`config.mk`:
```
export PLATFORM = sky130hd
export DESIGN_NAME = data_write_port
export DESIGN_NICKNAME = d
export VERILOG_FILES = /design/src/rtl/data_write_port.sv
export SDC_FILE = /design/constraint.sdc
export NUM_CORES = 1
export LEC_CHECK = 0
export CAP_MARGIN = 20
export CORE_MARGIN = 4
export CORE_UTILIZATION = 50
export CTS_BUF_LIST = sky130_fd_sc_hd__clkbuf_2
export DETAILED_ROUTE_END_ITERATION = 6
export PLACE_DENSITY = 0.91
export REMOVE_ABC_BUFFERS = 1
export SETUP_SLACK_MARGIN = 0.2
export SLEW_MARGIN = 25
export SYNTH_ARGS = -nofsm -noshare
export SYNTH_HDL_FRONTEND = slang
export SYNTH_SLANG_ARGS = --single-unit
```
`constraint.sdc`:
```
create_clock -name clock -period 7.8 [get_ports clock]
set_input_delay 1.95 -clock clock [delete_from_list [all_inputs] [get_ports clock]]
set_output_delay 1.95 -clock clock [all_outputs]
set_load 0.005 [all_outputs]
```
`src/rtl/data_write_port.sv`:
```
// data_write_port
// Memory-side responder for the pipeline's data-write request interface.
// A request is captured into a small posted-write buffer and acknowledged with
// a one-cycle data_valid pulse. Buffered writes drain in order onto a
// word-wide bus that may insert wait states.
//
// The buffer has no control FSM: occupancy, the two pointers and the
// acknowledge flag are its whole state.
//
// Every output comes from a register or from count/storage/read pointer.
// No input has a combinational path to any output.

module data_write_port #(
    parameter  int DEPTH = 2,
    localparam int CW    = $clog2(DEPTH + 1),
    localparam int PW    = (DEPTH > 1) ? $clog2(DEPTH) : 1
) (
    input  logic          clock,
    input  logic          reset,
    input  logic          address_enable,
    input  logic [31:0]   address,
    input  logic [31:0]   data,
    output logic          data_valid,
    output logic          mem_write,
    output logic [31:0]   mem_address,
    output logic [31:0]   mem_writedata,
    input  logic          mem_waitrequest,
    output logic          pending,
    output logic [CW-1:0] count
);

    // Storage holds only the word address. The byte offset is not
    // meaningful on a word-only bus.
    logic [29:0] buf_addr [DEPTH];
    logic [31:0] buf_data [DEPTH];

    logic [PW-1:0] wr_ptr;
    logic [PW-1:0] rd_ptr;

    logic full;
    logic accept;
    logic pop;

    // The byte-lane bits of the request address are intentionally dropped.
    logic unused_addr_lsbs;
    assign unused_addr_lsbs = ^address[1:0];

    // Accept and pop decisions use only registered state and the current inputs.
    // A full buffer blocks accept even when a pop happens on the same edge.
    // This keeps mem_waitrequest out of the accept decision.
    always_comb begin
        full      = (count == CW'(DEPTH));
        accept    = address_enable && !data_valid && !full;
        mem_write = (count != '0);
        pop       = mem_write && !mem_waitrequest;
    end

    assign pending       = mem_write;
    assign mem_address   = {buf_addr[rd_ptr], 2'b00};
    assign mem_writedata = buf_data[rd_ptr];

    // data_valid acknowledges the request captured on the previous edge.
    // While it is high, the next request is ignored.
    always_ff @(posedge clock or posedge reset) begin
        if (reset) begin
            data_valid <= 1'b0;
        end else begin
            data_valid <= accept;
        end
    end

    // Occupancy tracks push and pop. Doing both on one edge leaves it unchanged.
    always_ff @(posedge clock or posedge reset) begin
        if (reset) begin
            count <= '0;
        end else begin
            case ({accept, pop})
                2'b10:   count <= count + CW'(1);
                2'b01:   count <= count - CW'(1);
                default: count <= count;
            endcase
        end
    end

    // Buffer storage is cleared on reset so that the bus outputs idle at zero.
    always_ff @(posedge clock or posedge reset) begin
        if (reset) begin
            for (int i = 0; i < DEPTH; i++) begin
                buf_addr[i] <= '0;
                buf_data[i] <= '0;
            end
        end else if (accept) begin
            buf_addr[wr_ptr] <= address[31:2];
            buf_data[wr_ptr] <= data;
        end
    end

    generate
        if (DEPTH > 1) begin : g_ptrs
            // DEPTH is a power of two, so natural pointer overflow wraps modulo DEPTH.
            always_ff @(posedge clock or posedge reset) begin
                if (reset) begin
                    wr_ptr <= '0;
                    rd_ptr <= '0;
                end else begin
                    if (accept) begin
                        wr_ptr <= wr_ptr + PW'(1);
                    end
                    if (pop) begin
                        rd_ptr <= rd_ptr + PW'(1);
                    end
                end
            end
        end else begin : g_no_ptrs
            // A single entry needs no pointers. Storage is always at index zero.
            assign wr_ptr = '0;
            assign rd_ptr = '0;
        end
    endgenerate

endmodule

```
* After elaboration in Yosys (flattened, before gate mapping) *
Index checks and enable logic that the tools add are counted.

storage, ports and cells
  register bits after elaboration = 129
  latch bits = 0
  RAM bits = 0
  memory bits (read-only) = 0
  bits of input ports = 68
  output and inout bits = 69
  logic and storage cells = 42
  memories kept = 0

operators by class
  add/subtract/negate cells = 4
  multipliers = 0
  div/mod/pow operators = 0
  order comparisons = 3
  equal/unequal tests = 3
  shifts and indexed selects = 0
  muxes and demuxes = 13
  bitwise gates (word level) = 2
  reductions and logical operators = 9

operators by type and width
  cell                 count
  $mux 32              4
  $mux 30              4
  $bwmux 64            1
  $bwmux 60            1
  $demux 32 s1         1
  $demux 30 s1         1
  $eq 2x2->1 const B   2
  $ge 2x2->1 const B   2
  $logic_and 1x1->1    4
  $not 1->2            2
  $pmux 2 s2           1
  $reduce_bool 2->1    2
  $logic_not 1->1      3
  $add 1x1->1 const B  2
  $add 2x1->2 const B  1
  $eq 2x1->1 const B   1
  $lt 2x1->1 const B   1
  $sub 2x1->2 const B  1

* Depth between registers and ports, before layout *
Gate-level depths: netlist (run 1).

  word-level depth = 6
  depth in mapped cells = 6

* Least setup slack after synthesis (run 1) *
No wires, ideal clock.

  path kind = reg-to-output
  from = register rd_ptr
  to = output port mem_writedata[10]
  arrival = 1143 ps
  data required time = 5850 ps
  slack = 4707 ps
  cell stages (with the launch flop) = 4
  buffers on the path = 2
  cell sequence = dfrtp_1 > clkbuf_1 > buf_2 > mux2_2

between the ends
  cells in the longest elaborated chain, start to end = 4

RTL lines
  what                                         line  source
  from (decl)                                  38    logic [PW-1:0] rd_ptr;
  from (signal assigned)                       110   rd_ptr <= rd_ptr + PW'(1);
  $not 1->2 (implied by the code)              60    assign mem_writedata = buf_data[rd_ptr];
  $mux 32 (implied by the code) (3 in series)  60
  to (decl)                                    26    output logic [31:0] mem_writedata,

Every way passes these cells. The select of a mux whose other input is x is not followed.

* Worst setup path in the final report (run 1) *
  from = register rd_ptr
  to = output port mem_writedata[6]

Same word-level chain as after synthesis.

==> metrics.md, run 1 <==
| Metric | Value |
|---|---|
| Setup CP Type | reg2out |
| Cts repair resizes | 0 |
| Synth warn | 0 |
| Layout Skew | between 0.02 and 0.025 ns |
| Die footprint | about 0.014 mm^2 |
| Hold Buf Count CTS | 0 |
| Worst path max stage delay | a little under 0.9 ns |
| Max-cap violations | 0 |
| Mean number of vias per cell | between 5 and 6 |
| #FFs+latches synth | about 130 |
| Fill cells | 858 |
| Area contributors post-synth | dfrtp_1 (54%), mux2_2 (23%), mux2_4 (15%), buf_12 (2.4%), buf_6 (1.1%) |
| Root buffer cell | clkbuf_2 |
| Crit-path cells | buf_4 -> mux2_2 -> clkdlybuf4s50_1 |
| Part of the cycle the worst path needs | between 60% and 70% |
| NetSw | 0.000935 W |
| Yosys cell types | 21 |
| Final core occ | 64.5% |
| Tmin final | roughly 4.9 ns |
| DR WL/cell | 18.4 um |
| Clk_lat worst skew | 0.66 ns |
| Commonest non-fill, non-tap cell in the layout | clkdlybuf4s50_1 |
| Fmax | between 200 and 250 MHz |
| Min Hold Slack | 0.507 ns |
| Final setup margin | just under 3 ns |
| CP Launch Type | flip-flop |
| Vias in the first global route | roughly 3900 |
| First-pass GRT wire length | between 15 and 20 mm |
| Sw Ratio | 28.9% |
| DRC viols | 0 |
| Final TNS setup | 0 ns |
| Chip height | 117 um |
| Most frequent cells in the layout | clkdlybuf4s50_1 (132), dfrtp_1 (128), mux2_2 (124) |
| HP Class | reg2reg |
| Final setup violation count | 0 |
| Nets@finish | 556 |
| Final hold viol count | 0 |
| Worst Path Required | 5.85 ns |
| Place WS | 3.34 ns |
| GRT Resource Usage Total | 18.4% |
| TritonCTS Buffers | 17 |
| Slowest CP cell | dfrtp_2 |
| Syn avg cell area | about 17 um^2 |
| Clock power share | 11.4% |
| Port bufs | ~130 |
| Arrival @ worst endpoint | about 3.0 ns |
| Setup bufs post-CTS | 0 |
| Ant. Diodes | 0 |
| Pin count of the biggest net entering global routing | 71 |
| Pwr per Cell Area | between 400 and 500 mW/mm^2 |
| LEAKAGE | roughly 3.2 nW |
| Grt ovf | 0 |
| Initial core utilization | between 50% and 60% |
| Post-Syn Area | roughly 0.006 mm^2 |
| GPL Wtd Cong | just over 0.7 |
| Seq pwr share | 37.8% |
| Number of antenna violations at the first check in global routing | 0 |
| Area Overhead vs Synth | 24.7% |
| I/O pin total | 137 |
| Antenna violation net count after detailed routing | 0 |
| Clock buffer depth | 2 |
| HPWL Detailed | 8.13 mm |
| Comb pwr share | 50.7% |
| Pint | between 0.002 and 0.0025 W |
| Pwr Total | around 0.0032 W |
| Row count | 39 |
| Reg clk slew, reported paths | 0.17 ns |
| Worst-path fanout max | 32 |
| Share of layout cells above drive strength 1 | a little over two fifths |
| Vias | 3380 |
| Worst slew margin | approximately 43% |
| Critical path endpoint category | output pin |
| Sink Count | between 100 and 150 |
| Wirelength, routed | roughly 12 mm |
| H-tree depth | 4 |
| Cells after Synth | 354 |
| Register area share after synthesis | a little over half |
| Slew at the pin closest to its max-slew limit | approximately 0.86 ns |
| CTS tree | built |
| Peak supply drop | roughly 0.27 mV |
| Die Width | 117 um |
| Initial DRC count | around 150 |
| Core area | roughly 0.012 mm^2 |
| Outcome | finished clean |
| Final slew viol count | 0 |
| RSZ-0062 raised after global routing | false |
| Top cell type's share of synthesized area | between 50% and 60% |
| Top cell type by total area after synthesis | dfrtp_1 |
| First drt pass iteration count | 4 |
[cells in the mapped netlist]
cell type / n
xor2_1: 2
xnor2_1: 3
nor2_1: 1
and4bb_4: 1
ha_1: 1
buf_12: 7
nor2b_1: 1
mux2_4: 60
mux2_2: 124
clkbuf_1: 1
dfrtp_1: 129
buf_2: 6
nand4b_4: 1
buf_4: 3
conb_1: 1
mux2_1: 2
inv_1: 2
nand2b_4: 1
nand3b_1: 1
or2_2: 1
buf_6: 6
[area by class of cell]
class	count	area [um^2]	share of cell area (%)
multi-input cells	201	2460	33.1
clock inverters	11	95.1	1.28
well taps	143	179	2.41
inverters	2	10.0	0.135
flip-flops and latches	129	3230	43.5
repair buffers	136	1350	18.2
clock buffers	21	105	1.41
[worst paths after layout]
path / startpoint / end / slack (ns) / cells after the start
min in group asynchronous: reset / buf_data[46] / 1.74 / 2
setup reg to reg: count[0] / buf_addr[57] / 5.26 / 4
hold reg to reg: buf_addr[28] / buf_addr[28] / 0.51 / 1
setup / recovery: rd_ptr / mem_writedata[6] / 2.88 / 3
max in group asynchronous: reset / rd_ptr / 4.66 / 3
hold / removal: buf_addr[28] / buf_addr[28] / 0.51 / 1
[layer usage]
layer  vias up  track usage (%)  part of all wire [%]
met3        27             5.55                   5.5
li1       1528                -                     -
met4         0             7.49                   2.3
met5         -                0                     0
met1      1721             21.6                    41
met2       104             31.4                    52
[per-stage QoR]
step / cell area, um^2 / instances
after detailed placement: 7230 / 611
after floorplan: 5700 / 332
after global routing: 7430 / 643
after CTS: 7430 / 643
after global placement: 7230 / 611
final: 7430 / 643
[sequential cells by signal, indices dropped and copies added (netlist names)]
register,count
count,2
data_valid,1
buf_data,64
wr_ptr,1
buf_addr,60
rd_ptr,1
[cell families (layout without fill, tap and decap cells)]
group	Yosys count	count (layout)	share of synthesized area [%]
simple gates	7	7	1.30
flops	129	129	54.2
other cells	1	2	0.0630
mux	186	186	38.9
fa+ha+maj	1	1	0.210
xor+xnor	5	5	0.735
buf+inv	25	170	4.56
[power groups by stage]
stage | clock network (W) | logic [W] | registers [W]
finish | 0.000370 | 0.00164 | 0.00122
global route | 0.000414 | 0.00176 | 0.00127
CTS | 0.000384 | 0.00168 | 0.00123
detailed placement | 0 | 0.00166 | 0.00124
global placement | 0 | 0.00161 | 0.00121
floorplan | 0 | 0.000958 | 0.00119
[worst max-delay path, delay by kind of cell (launching register included)]
family | cells | cell delay [ns]
multiplexers | 1 | 0.40
buffers and inverters | 2 | 1.00
flip-flops | 1 | 0.88
(Power assumes the default switching activity.)
==> inputs of run 2 (changes only) <==
--- a/config.mk
+++ b/config.mk
@@ -7,10 +7,10 @@
 export LEC_CHECK = 0
 export CAP_MARGIN = 20
 export CORE_MARGIN = 4
-export CORE_UTILIZATION = 50
+export CORE_UTILIZATION = 47
 export CTS_BUF_LIST = sky130_fd_sc_hd__clkbuf_2
 export DETAILED_ROUTE_END_ITERATION = 6
-export PLACE_DENSITY = 0.91
+export PLACE_DENSITY = 0.9
 export REMOVE_ABC_BUFFERS = 1
 export SETUP_SLACK_MARGIN = 0.2
 export SLEW_MARGIN = 25
==> constraint.sdc (replaced) <==
create_clock -name clock -period 4.3 [get_ports clock]
set_input_delay 1.075 -clock clock [delete_from_list [all_inputs] [get_ports clock]]
set_output_delay 1.075 -clock clock [all_outputs]
set_load 0.005 [all_outputs]
==> run 2 against run 1 <==
  * Power increased by 82%
  * Hold slack better by 0.0022 ns
  * Sequential share of layout area shrank 0.51 points
  * Setup slack worse by 2.4 ns
  * Die area is 5.9% higher
  * Routed wire length decreased by 0.52%
  * Sequential cell count did not move
  * Highest routed layer unchanged
  * Global-route usage shrank 0.99 points
  * Clock power up 78%
==> metrics.md, run 2 (synthesis results as in run 1) <==
| Metric | Value |
|---|---|
| Outcome | finished clean (unchanged) |
| Slowest CP cell | dfrtp_2 (unchanged) |
| Row count | 40 (was 39) |
| Part of the cycle the worst path needs | around nine tenths |
| Reg clk slew, reported paths | 0.16 ns (was 0.17 ns) |
| Final setup violation count | 0 (unchanged) |
| Cts repair resizes | 0 (unchanged) |
| WP buf/inv | 2 (unchanged) |
| Tmin final | around 3.8 ns |
| RSZ-0062 raised after global routing | false (unchanged) |
| Fill cells | 960 (was 858) |
| Vias | 3346 (was 3380) |
| Clk_lat worst skew | 0.66 ns (about the same) |
| Setup CP Type | reg2out (unchanged) |
| Worst-path fanout max | 33 (was 32) |
| Number of antenna violations at the first check in global routing | 0 (unchanged) |
| Largest register FFs | 64 (unchanged) |
| TritonCTS Buffers | 17 (unchanged) |
| LEAKAGE | 3.25 nW (was 3.22 nW) |
| CP Launch Type | flip-flop (unchanged) |
| CTS tree | built (unchanged) |
| Hold Buf Count CTS | 0 (unchanged) |
| Die Width | 121 um (was 117 um) |
| DRC viols | 0 (unchanged) |
| Nets@finish | 558 (was 556) |
| Share of layout cells above drive strength 1 | 44.0% (was 43.6%) |
| HPWL Detailed | 7.99 mm (was 8.13 mm) |
| Layout Skew | 0.0148 ns (was 0.0249 ns) |
| Pwr per Cell Area | 782 mW/mm^2 (was 436 mW/mm^2) |
| Pwr Total | 0.00588 W (was 0.00324 W) |
| DR WL/cell | 17.6 um (was 18.4 um) |
| Max-cap violations | 0 (unchanged) |
| First drt pass iteration count | 4 (unchanged) |
| Sink Count | 129 (unchanged) |
| Worst slew margin | 48.0% (was 42.7%) |
| Most frequent cells in the layout | clkdlybuf4s50_1 (132), dfrtp_1 (128), mux2_2 (124) (unchanged) |
| HP Class | reg2reg (unchanged) |
| Regs by FF count | buf_data x64, buf_addr x60, count x2 (unchanged) |
| Arrival @ worst endpoint | 2.73 ns (was 2.97 ns) |
| Initial DRC count | 171 (was 154) |
| Ant. Diodes | 0 (unchanged) |
| Setup bufs post-CTS | 0 (unchanged) |
| Antenna violation net count after detailed routing | 0 (unchanged) |
| Root buffer cell | clkbuf_2 (unchanged) |
| Commonest non-fill, non-tap cell in the layout | clkdlybuf4s50_1 (unchanged) |
| Initial core utilization | 48.8% (was 51.7%) |
| Area Overhead vs Synth | 26.2% (was 24.7%) |
| First-pass GRT wire length | 19.7 mm (was 19.3 mm) |
| Critical path endpoint category | output pin (unchanged) |
| Fmax | 263 MHz |
| Final hold viol count | 0 (unchanged) |
| Crit-path cells | buf_12 -> mux2_2 -> clkdlybuf4s50_1 (was buf_4 -> mux2_2 -> clkdlybuf4s50_1) |
| Vias in the first global route | 3840 (was 3857) |
| Register with the most flip-flops | buf_data (unchanged) |
| Worst path max stage delay | 0.91 ns (was 0.88 ns) |
| Chip height | 121 um (was 117 um) |
| Crit path max-delay family | flip-flops (was buffers and inverters) |
| Die footprint | 0.0145 mm^2 (was 0.0137 mm^2) |
| Final TNS setup | 0 ns (unchanged) |
| Pin count of the biggest net entering global routing | 58 (was 71) |
| GPL Wtd Cong | 0.722 (was 0.723) |
| H-tree depth | 4 (unchanged) |
| GRT Resource Usage Total | 17.4% (was 18.4%) |
| Slew at the pin closest to its max-slew limit | 0.780 ns (was 0.860 ns) |
| Core area | 0.0122 mm^2 (was 0.0115 mm^2) |
| Final slew viol count | 0 (unchanged) |
| Peak supply drop | 0.455 mV (was 0.273 mV) |
| Grt ovf | 0 (unchanged) |
| Wirelength, routed | 11.8 mm (about the same) |
| Worst Path Required | 3.22 ns (was 5.85 ns) |
| Clock buffer depth | 2 (unchanged) |
| Mean number of vias per cell | 5.01 (was 5.26) |
| I/O pin total | 137 (unchanged) |
| Port bufs | 132 (unchanged) |
[run 2: cell types whose count changed in the layout (fill, tap and decap cells not counted), sizes merged]
cell    previous run  this run
buf                4         6
clkbuf            21        19
[run 2: where the power goes]
part | switching (W) | internal [W]
Combinational | 0.000892 | 0.00211
Clock | 0.000409 | 0.000250
Sequential | 0.000384 | 0.00183
[run 2: final cells by class]
cell class	instances	area (um^2)	area share (%)
clock buffers	19	95.1	1.26
clock inverters	11	97.6	1.30
inverters	2	10.0	0.133
multi-input cells	201	2460	32.7
flip-flops and latches	129	3230	42.9
well taps	168	210	2.80
repair buffers	138	1420	18.8
[run 2: per-layer routing]
metal	vias to the layer above	global-route usage, %	routed length [um]
li1	1537	-	-
met1	1699	21.4	5010
met2	91	28.9	6000
met3	19	5.33	550
met4	0	6.44	201
met5	-	0	0
[run 2: worst reg2reg max path, stage by stage, from the launching register on]
cell      delay [ns]
dfrtp_1         0.47
nand2b_4        0.19
nand4b_4        0.51
buf_12          0.41
mux2_2          0.32
[run 2: metrics by stage]
stage | hold slack [ns] | instances | cell area (um^2) | setup WS [ns] | util (%)
floorplan | 0.459 | 332 | 5700 | -0.216 | -
global placement | 0.468 | 638 | 7330 | 1.20 | 60.0
detailed placement | 0.475 | 638 | 7330 | 1.17 | 60.0
CTS | 0.516 | 668 | 7520 | 0.332 | 61.6
global route | 0.541 | 668 | 7520 | 0.220 | 61.6
finish | 0.509 | 668 | 7520 | 0.497 | 61.6
[run 2: final timing paths]
path	slack, ns	end	depth (start not counted)	from
max in group asynchronous	2.70	buf_data[17]	3	reset
min in group asynchronous	0.83	buf_data[16]	2	reset
hold / removal	0.51	buf_addr[27]	1	buf_addr[27]
setup reg to reg	2.30	buf_data[9]	4	count[0]
hold reg to reg	0.51	buf_addr[27]	1	buf_addr[27]
setup / recovery	0.50	mem_address[15]	3	rd_ptr
==> inputs of run 3 (changes only) <==
--- a/config.mk
+++ b/config.mk
@@ -13,7 +13,6 @@
 export PLACE_DENSITY = 0.9
 export REMOVE_ABC_BUFFERS = 1
 export SETUP_SLACK_MARGIN = 0.2
-export SLEW_MARGIN = 25
 export SYNTH_ARGS = -nofsm -noshare
 export SYNTH_HDL_FRONTEND = slang
 export SYNTH_SLANG_ARGS = --single-unit
==> results of run 3 <==
The final DEF is identical to that of run 2; final timing and power are the same.
